$ cat src/rtl/jtag_host.sv
// Bus-side JTAG master: runs TAP reset, IR and DR scans over TCK/TMS/TDI/TDO and
// always leaves the target TAP parked in Run-Test/Idle between commands.
module jtag_host #(
  parameter int MAX_LEN = 32,
  parameter int CLK_DIV = 2,
  parameter int LW      = $clog2(MAX_LEN + 1)
) (
  input  logic               clock,
  input  logic               reset_bar,
  input  logic               start,
  input  logic [1:0]         cmd,
  input  logic [LW-1:0]      length,
  input  logic [MAX_LEN-1:0] tdi_data,
  output logic               busy,
  output logic               done,
  output logic [MAX_LEN-1:0] tdo_data,
  output logic               TCK,
  output logic               TMS,
  output logic               TDI,
  input  logic               TDO
);

  typedef enum logic [2:0] {
    S_IDLE, S_RST_SEQ, S_PRE, S_SHIFT, S_POST, S_FINISH
  } state_t;

  localparam int PW = $clog2(2 * CLK_DIV + 1);
  // Bit counter must reach both MAX_LEN-1 and 5 (the reset sequence).
  localparam int CW = (LW > 3) ? LW : 3;
  localparam logic [PW-1:0] PH_RISE = PW'(CLK_DIV - 1);
  localparam logic [PW-1:0] PH_END  = PW'(2 * CLK_DIV - 1);

  state_t             state_q, state_d;
  logic [PW-1:0]      ph_q, ph_d;
  logic [CW-1:0]      cnt_q, cnt_d;
  logic [LW-1:0]      len_q, len_d;
  logic               is_ir_q, is_ir_d;
  logic               scan_q, scan_d;
  logic               need_reset_q, need_reset_d;
  logic [MAX_LEN-1:0] tdi_buf_q, tdi_buf_d;
  logic [MAX_LEN-1:0] tdo_q, tdo_d;
  logic               tck_q, tck_d;
  logic               tms_q, tms_d;
  logic               tdi_q, tdi_d;
  logic               last_bit;
  logic               load_bit;
  logic [LW-1:0]      len_eff;

  assign len_eff  = (length > LW'(MAX_LEN)) ? LW'(MAX_LEN) : length;

  assign busy     = (state_q == S_RST_SEQ) || (state_q == S_PRE) ||
                    (state_q == S_SHIFT)   || (state_q == S_POST);
  assign done     = (state_q == S_FINISH);
  assign tdo_data = tdo_q;
  assign TCK      = tck_q;
  assign TMS      = tms_q;
  assign TDI      = tdi_q;

  always_comb begin
    last_bit = 1'b0;
    case (state_q)
      S_RST_SEQ: last_bit = (cnt_q == CW'(5));
      S_PRE:     last_bit = (cnt_q == (is_ir_q ? CW'(3) : CW'(2)));
      S_SHIFT:   last_bit = (cnt_q == CW'(len_q) - CW'(1));
      S_POST:    last_bit = (cnt_q == CW'(1));
      default:   last_bit = 1'b0;
    endcase
  end

  always_comb begin
    state_d      = state_q;
    ph_d         = ph_q;
    cnt_d        = cnt_q;
    len_d        = len_q;
    is_ir_d      = is_ir_q;
    scan_d       = scan_q;
    need_reset_d = need_reset_q;
    tdi_buf_d    = tdi_buf_q;
    tdo_d        = tdo_q;
    tck_d        = tck_q;
    tms_d        = tms_q;
    tdi_d        = tdi_q;
    load_bit     = 1'b0;

    case (state_q)
      S_IDLE: begin
        if (start) begin
          if ((cmd == 2'b11) || ((cmd != 2'b00) && (len_eff == '0))) begin
            state_d = S_FINISH;
          end else begin
            len_d     = len_eff;
            is_ir_d   = (cmd == 2'b01);
            scan_d    = (cmd != 2'b00);
            tdi_buf_d = tdi_data;
            if (cmd != 2'b00) tdo_d = '0;
            state_d   = ((cmd == 2'b00) || need_reset_q) ? S_RST_SEQ : S_PRE;
            cnt_d     = '0;
            load_bit  = 1'b1;
          end
        end
      end
      S_RST_SEQ, S_PRE, S_SHIFT, S_POST: begin
        if (ph_q == PH_RISE) begin
          // TDO is captured on the clock TCK rises, i.e. the value held before the edge.
          tck_d = 1'b1;
          ph_d  = ph_q + PW'(1);
          if (state_q == S_SHIFT) begin
            for (int i = 0; i < MAX_LEN; i++) begin
              if (cnt_q == CW'(i)) tdo_d[i] = TDO;
            end
          end
        end else if (ph_q == PH_END) begin
          tck_d = 1'b0;
          ph_d  = '0;
          if (!last_bit) begin
            cnt_d    = cnt_q + CW'(1);
            load_bit = 1'b1;
          end else begin
            cnt_d = '0;
            case (state_q)
              S_RST_SEQ: begin
                need_reset_d = 1'b0;
                if (scan_q) begin
                  state_d  = S_PRE;
                  load_bit = 1'b1;
                end else begin
                  state_d = S_FINISH;
                end
              end
              S_PRE: begin
                state_d  = S_SHIFT;
                load_bit = 1'b1;
              end
              S_SHIFT: begin
                state_d  = S_POST;
                load_bit = 1'b1;
              end
              default: state_d = S_FINISH;
            endcase
          end
        end else begin
          ph_d = ph_q + PW'(1);
        end
      end
      S_FINISH: state_d = S_IDLE;
      default:  state_d = S_IDLE;
    endcase

    // Pins change only at the start of a low phase, driven from the bit about to run.
    if (load_bit) begin
      tck_d = 1'b0;
      ph_d  = '0;
      tdi_d = 1'b0;
      case (state_d)
        S_RST_SEQ: tms_d = (cnt_d != CW'(5));
        S_PRE:     tms_d = is_ir_d ? (cnt_d < CW'(2)) : (cnt_d == '0);
        S_SHIFT: begin
          tms_d = (cnt_d == CW'(len_d) - CW'(1));
          for (int i = 0; i < MAX_LEN; i++) begin
            if (cnt_d == CW'(i)) tdi_d = tdi_buf_d[i];
          end
        end
        S_POST:    tms_d = (cnt_d == '0);
        default:   tms_d = 1'b0;
      endcase
    end
  end

  always_ff @(posedge clock) begin
    if (!reset_bar) begin
      state_q      <= S_IDLE;
      ph_q         <= '0;
      cnt_q        <= '0;
      len_q        <= '0;
      is_ir_q      <= 1'b0;
      scan_q       <= 1'b0;
      need_reset_q <= 1'b1;
      tdi_buf_q    <= '0;
      tdo_q        <= '0;
      tck_q        <= 1'b0;
      tms_q        <= 1'b1;
      tdi_q        <= 1'b0;
    end else begin
      state_q      <= state_d;
      ph_q         <= ph_d;
      cnt_q        <= cnt_d;
      len_q        <= len_d;
      is_ir_q      <= is_ir_d;
      scan_q       <= scan_d;
      need_reset_q <= need_reset_d;
      tdi_buf_q    <= tdi_buf_d;
      tdo_q        <= tdo_d;
      tck_q        <= tck_d;
      tms_q        <= tms_d;
      tdi_q        <= tdi_d;
    end
  end

endmodule

$ cat config.mk
export PLATFORM = sky130hd
export DESIGN_NAME = jtag_host
export DESIGN_NICKNAME = d
export VERILOG_FILES = /design/src/rtl/jtag_host.sv
export SDC_FILE = /design/constraint.sdc
export NUM_CORES = 1
export LEC_CHECK = 0
export CORE_UTILIZATION = 30
export DETAILED_ROUTE_END_ITERATION = 10
export DONT_BUFFER_PORTS = 1
export PLACE_DENSITY = 0.53
export SYNTH_ARGS = -nofsm -noshare
export SYNTH_HDL_FRONTEND = slang
export SYNTH_SLANG_ARGS = --single-unit
$ cat constraint.sdc
create_clock -name clock -period 4 [get_ports clock]
set_input_delay 0.8 -clock clock [delete_from_list [all_inputs] [get_ports clock]]
set_output_delay 0.8 -clock clock [all_outputs]
set_load 0.005 [all_outputs]
==> results.toml <==
[grt]
grt_overflow = 0
grtUsageTotal = 0.1769
antenna_found_initial = 0
grt_pass1_vias = 4781
top_usage_layer = "met2"
met1_usage = 0.2386
grt_max_degree = 86
grt_util_met3 = 0.03458
grt_use_met2 = 0.2845
grt_pass1_wl_um = 25990

[yosys]
postSynth.asyncResetShare = 0
syn_area_per_cell_um2 = 7.984
synth_area_um2 = 5509
synth_seq_cells = 88
yosysTopAreaCell = "dfxtp_1"
synth_seq_area_share = 0.3198
yosysMostFrequentCell = "dfxtp_1"
synth_top_area_frac = 0.3198
synth_flop_cell = "dfxtp_1"
synth.distinct_cells = 85
syn-num-nets = 742
synth_common_cells = "dfxtp_1, nand2_1, o21ai_0"
yosys-top-cells-area = "dfxtp_1, o21ai_0, nand2_1, mux2i_1, a21oi_1"
synth_enable_flop_cells = 0
ys.warnings.count = 0
synthCells = 690

[sta]
fin_crit_ps = 3668
slew_violations = 0
finalHoldViolCount = 0
setup_ws_ps = 332.2
worst_pin_slew_ps = 782.5
max_freq_ghz = 0.2726
period_share = 0.9170
final-setup-viol-count = 0
slew_headroom = 0.4717
skew_ps = 7.695
rsz0062_at_grt = "no"
tns_ps = 0

[pwr]
p_per_area_nw_per_um2 = 339.9
p_leak_nw = 2.228
ir_drop_v = 0.0001828

[die]
die_area_um2 = 18910
dieWidth_um = 137.5
pin_count = 81
die_h_um = 137.5
num_rows = 49
core_area_um2 = 17960
initial_core_util = 0.3067

[job]
drv_cap = 0

[layout]
nets = 730
final_cells = 912
drive_gt1_frac = 0.1098
regArea_um2 = 1762
fillCellCount = 1910
diodes = 0
syn_to_final_growth_pct = 10.70
multi_input_area_um2 = 3451

[route]
drc = 0
viasPerCell = 5.466
drtIter0Drc = 333
wire_per_inst_um = 17.49
vias = 4985
ant_nets = 0
routed_wl_um = 15950
drtPass1Iterations = 4

[worst_hold_path]
worstHoldStart = "tdi_buf_q[1]$_SDFF_PN0_"
hp-class = "register to register"

[setup_path]
max_stage_delay_ps = 600
crit_start = "len_q[0]$_SDFF_PN0_"
crit_buf_inv = 1
r2r_start = "len_q[0]$_SDFF_PN0_"
start_kind = "register"
path_delay_family = "compound AO/OA/AOI/OAI gates"
path_max_fanout = 9
worstPathArrival_ps = 3960
crit_chain = "inv_1, ha_1, xor2_1, a21boi_1, nor4_2, nand4b_1, o21ai_1, nand3_1, a2111oi_0, o21a_1, a221oi_1, o311a_1, nand2_1"
required_ps = 4300
slowest_stage = "a2111oi_0"
crit_type = "register to register"
cp-end-kind = "register"

[clock_tree]
worstSkewPairLatency_ps = 350
cts.sinks = 88
h-tree-depth = 3
cts_made_buffers = 9
ctsHoldBuffers = 0
cts_tree = "built"
clockRootBuffer = "clkbuf_16"
clkTransAtPathRegs_ps = 70
clk_path_buf_depth = 2

[outcome]
outcome = "complete, no violations"

[place]
post-place-ws_ps = 288.2
dp_hpwl_um = 11640
gp_routability_congestion = 0.8658
dp_cells = 896
io_buffer_count = 0
power breakdown:
part | switching [mW] | total (mW) | internal, mW
Combinational | 0.198 | 0.330 | 0.132
Sequential | 0.0209 | 0.930 | 0.910
Clock | 0.373 | 0.813 | 0.439
sequential cells by signal, summed over array words and instances, names as in the netlist:
signal / cells
TDI: 1
tdi_buf_q: 32
ph_q: 3
state_q: 3
tdo_data: 32
cnt_q: 6
TCK: 1
len_q: 6
is_ir_q: 1
TMS: 1
scan_q: 1
need_reset_q: 1
tightest hold or removal path, cell delays in order, from the launching register on:
cell and delay (ps):
dfxtp_1 310, nand2_1 50, a21boi_0 60
final cells by class:
class,instances,area share
clock buffer,10,0.03919
tap,229,0.04698
timing repair buffer,33,0.04268
multi-input combinational,531,0.5659
inverter,15,0.009233
clock inverter,6,0.007181
sequential,88,0.2889
what timing repair did:
| action | 4_1_cts | 5_1_grt |
|---|---|---|
| endpoints found under the setup margin | 0 | 2 |
| resized for setup | 0 | 5 |
| buffers inserted | 0 | 0 |
| endpoints found under the hold margin | 0 | 0 |
placed cells by master (no fill, tap or decap), drive strengths merged, types with 3 or more instances in the layout:
| cell type | instances |
|---|---|
| nor3b | 8 |
| clkinvlp | 4 |
| nor3 | 13 |
| inv | 16 |
| nand3 | 29 |
| a2111oi | 3 |
| xnor2 | 8 |
| clkbuf | 10 |
| ha | 8 |
| nor2b | 37 |
| mux2i | 26 |
| o22ai | 3 |
| and2 | 36 |
| nor4 | 5 |
| o31ai | 5 |
| xor2 | 4 |
| or2 | 4 |
| o21ai | 64 |
| o311a | 4 |
| nand2 | 72 |
| nand4 | 6 |
| and3 | 13 |
| o311ai | 4 |
| a21oi | 49 |
| o211ai | 4 |
| or3 | 5 |
| dfxtp | 88 |
| a31oi | 9 |
| a21boi | 31 |
| nand2b | 6 |
| buf | 33 |
| o41ai | 3 |
| a211oi | 3 |
| o21a | 4 |
| nor2 | 22 |
| o2111ai | 9 |
metrics by stage:
step                hold WS, ps    util  power, mW  area (um^2)
floorplan                 424.5       -      1.199         5509
finish                    465.5  0.3395      2.073         6098
global route              485.6  0.3395      2.176         6098
detailed placement        447.1  0.3232      1.280         5806
global placement          449.5  0.3232      1.278         5806
CTS                       463.1  0.3389      2.099         6088
metal layers:
layer / share of wire / vias to the layer above
met4: 0.012 / 0
met3: 0.048 / 13
met5: 0 / -
li1: - / 2473
met2: 0.47 / 101
met1: 0.47 / 2398
logic make-up after synthesis:
family | share of synthesized area
multiplexers | 0.04724
XOR/XNOR | 0.02317
AND/OR/NAND/NOR | 0.2623
buffers and inverters | 0.05882
flip-flops | 0.3198
adder cells (fa/ha/maj) | 0.01817
AO/OA/AOI/OAI | 0.2705
path summary, 6_finish.rpt:
check / end / slack (ps) / cells past startpoint
min reg2reg: tdi_buf_q[1]$_SDFF_PN0_ / 470 / 2
max: TDI$_SDFFE_PN0P_ / 330 / 13
min: tdi_buf_q[1]$_SDFF_PN0_ / 470 / 2
max reg2reg: TDI$_SDFFE_PN0P_ / 330 / 13
No activity file was read; power rests on OpenSTA's default activity.
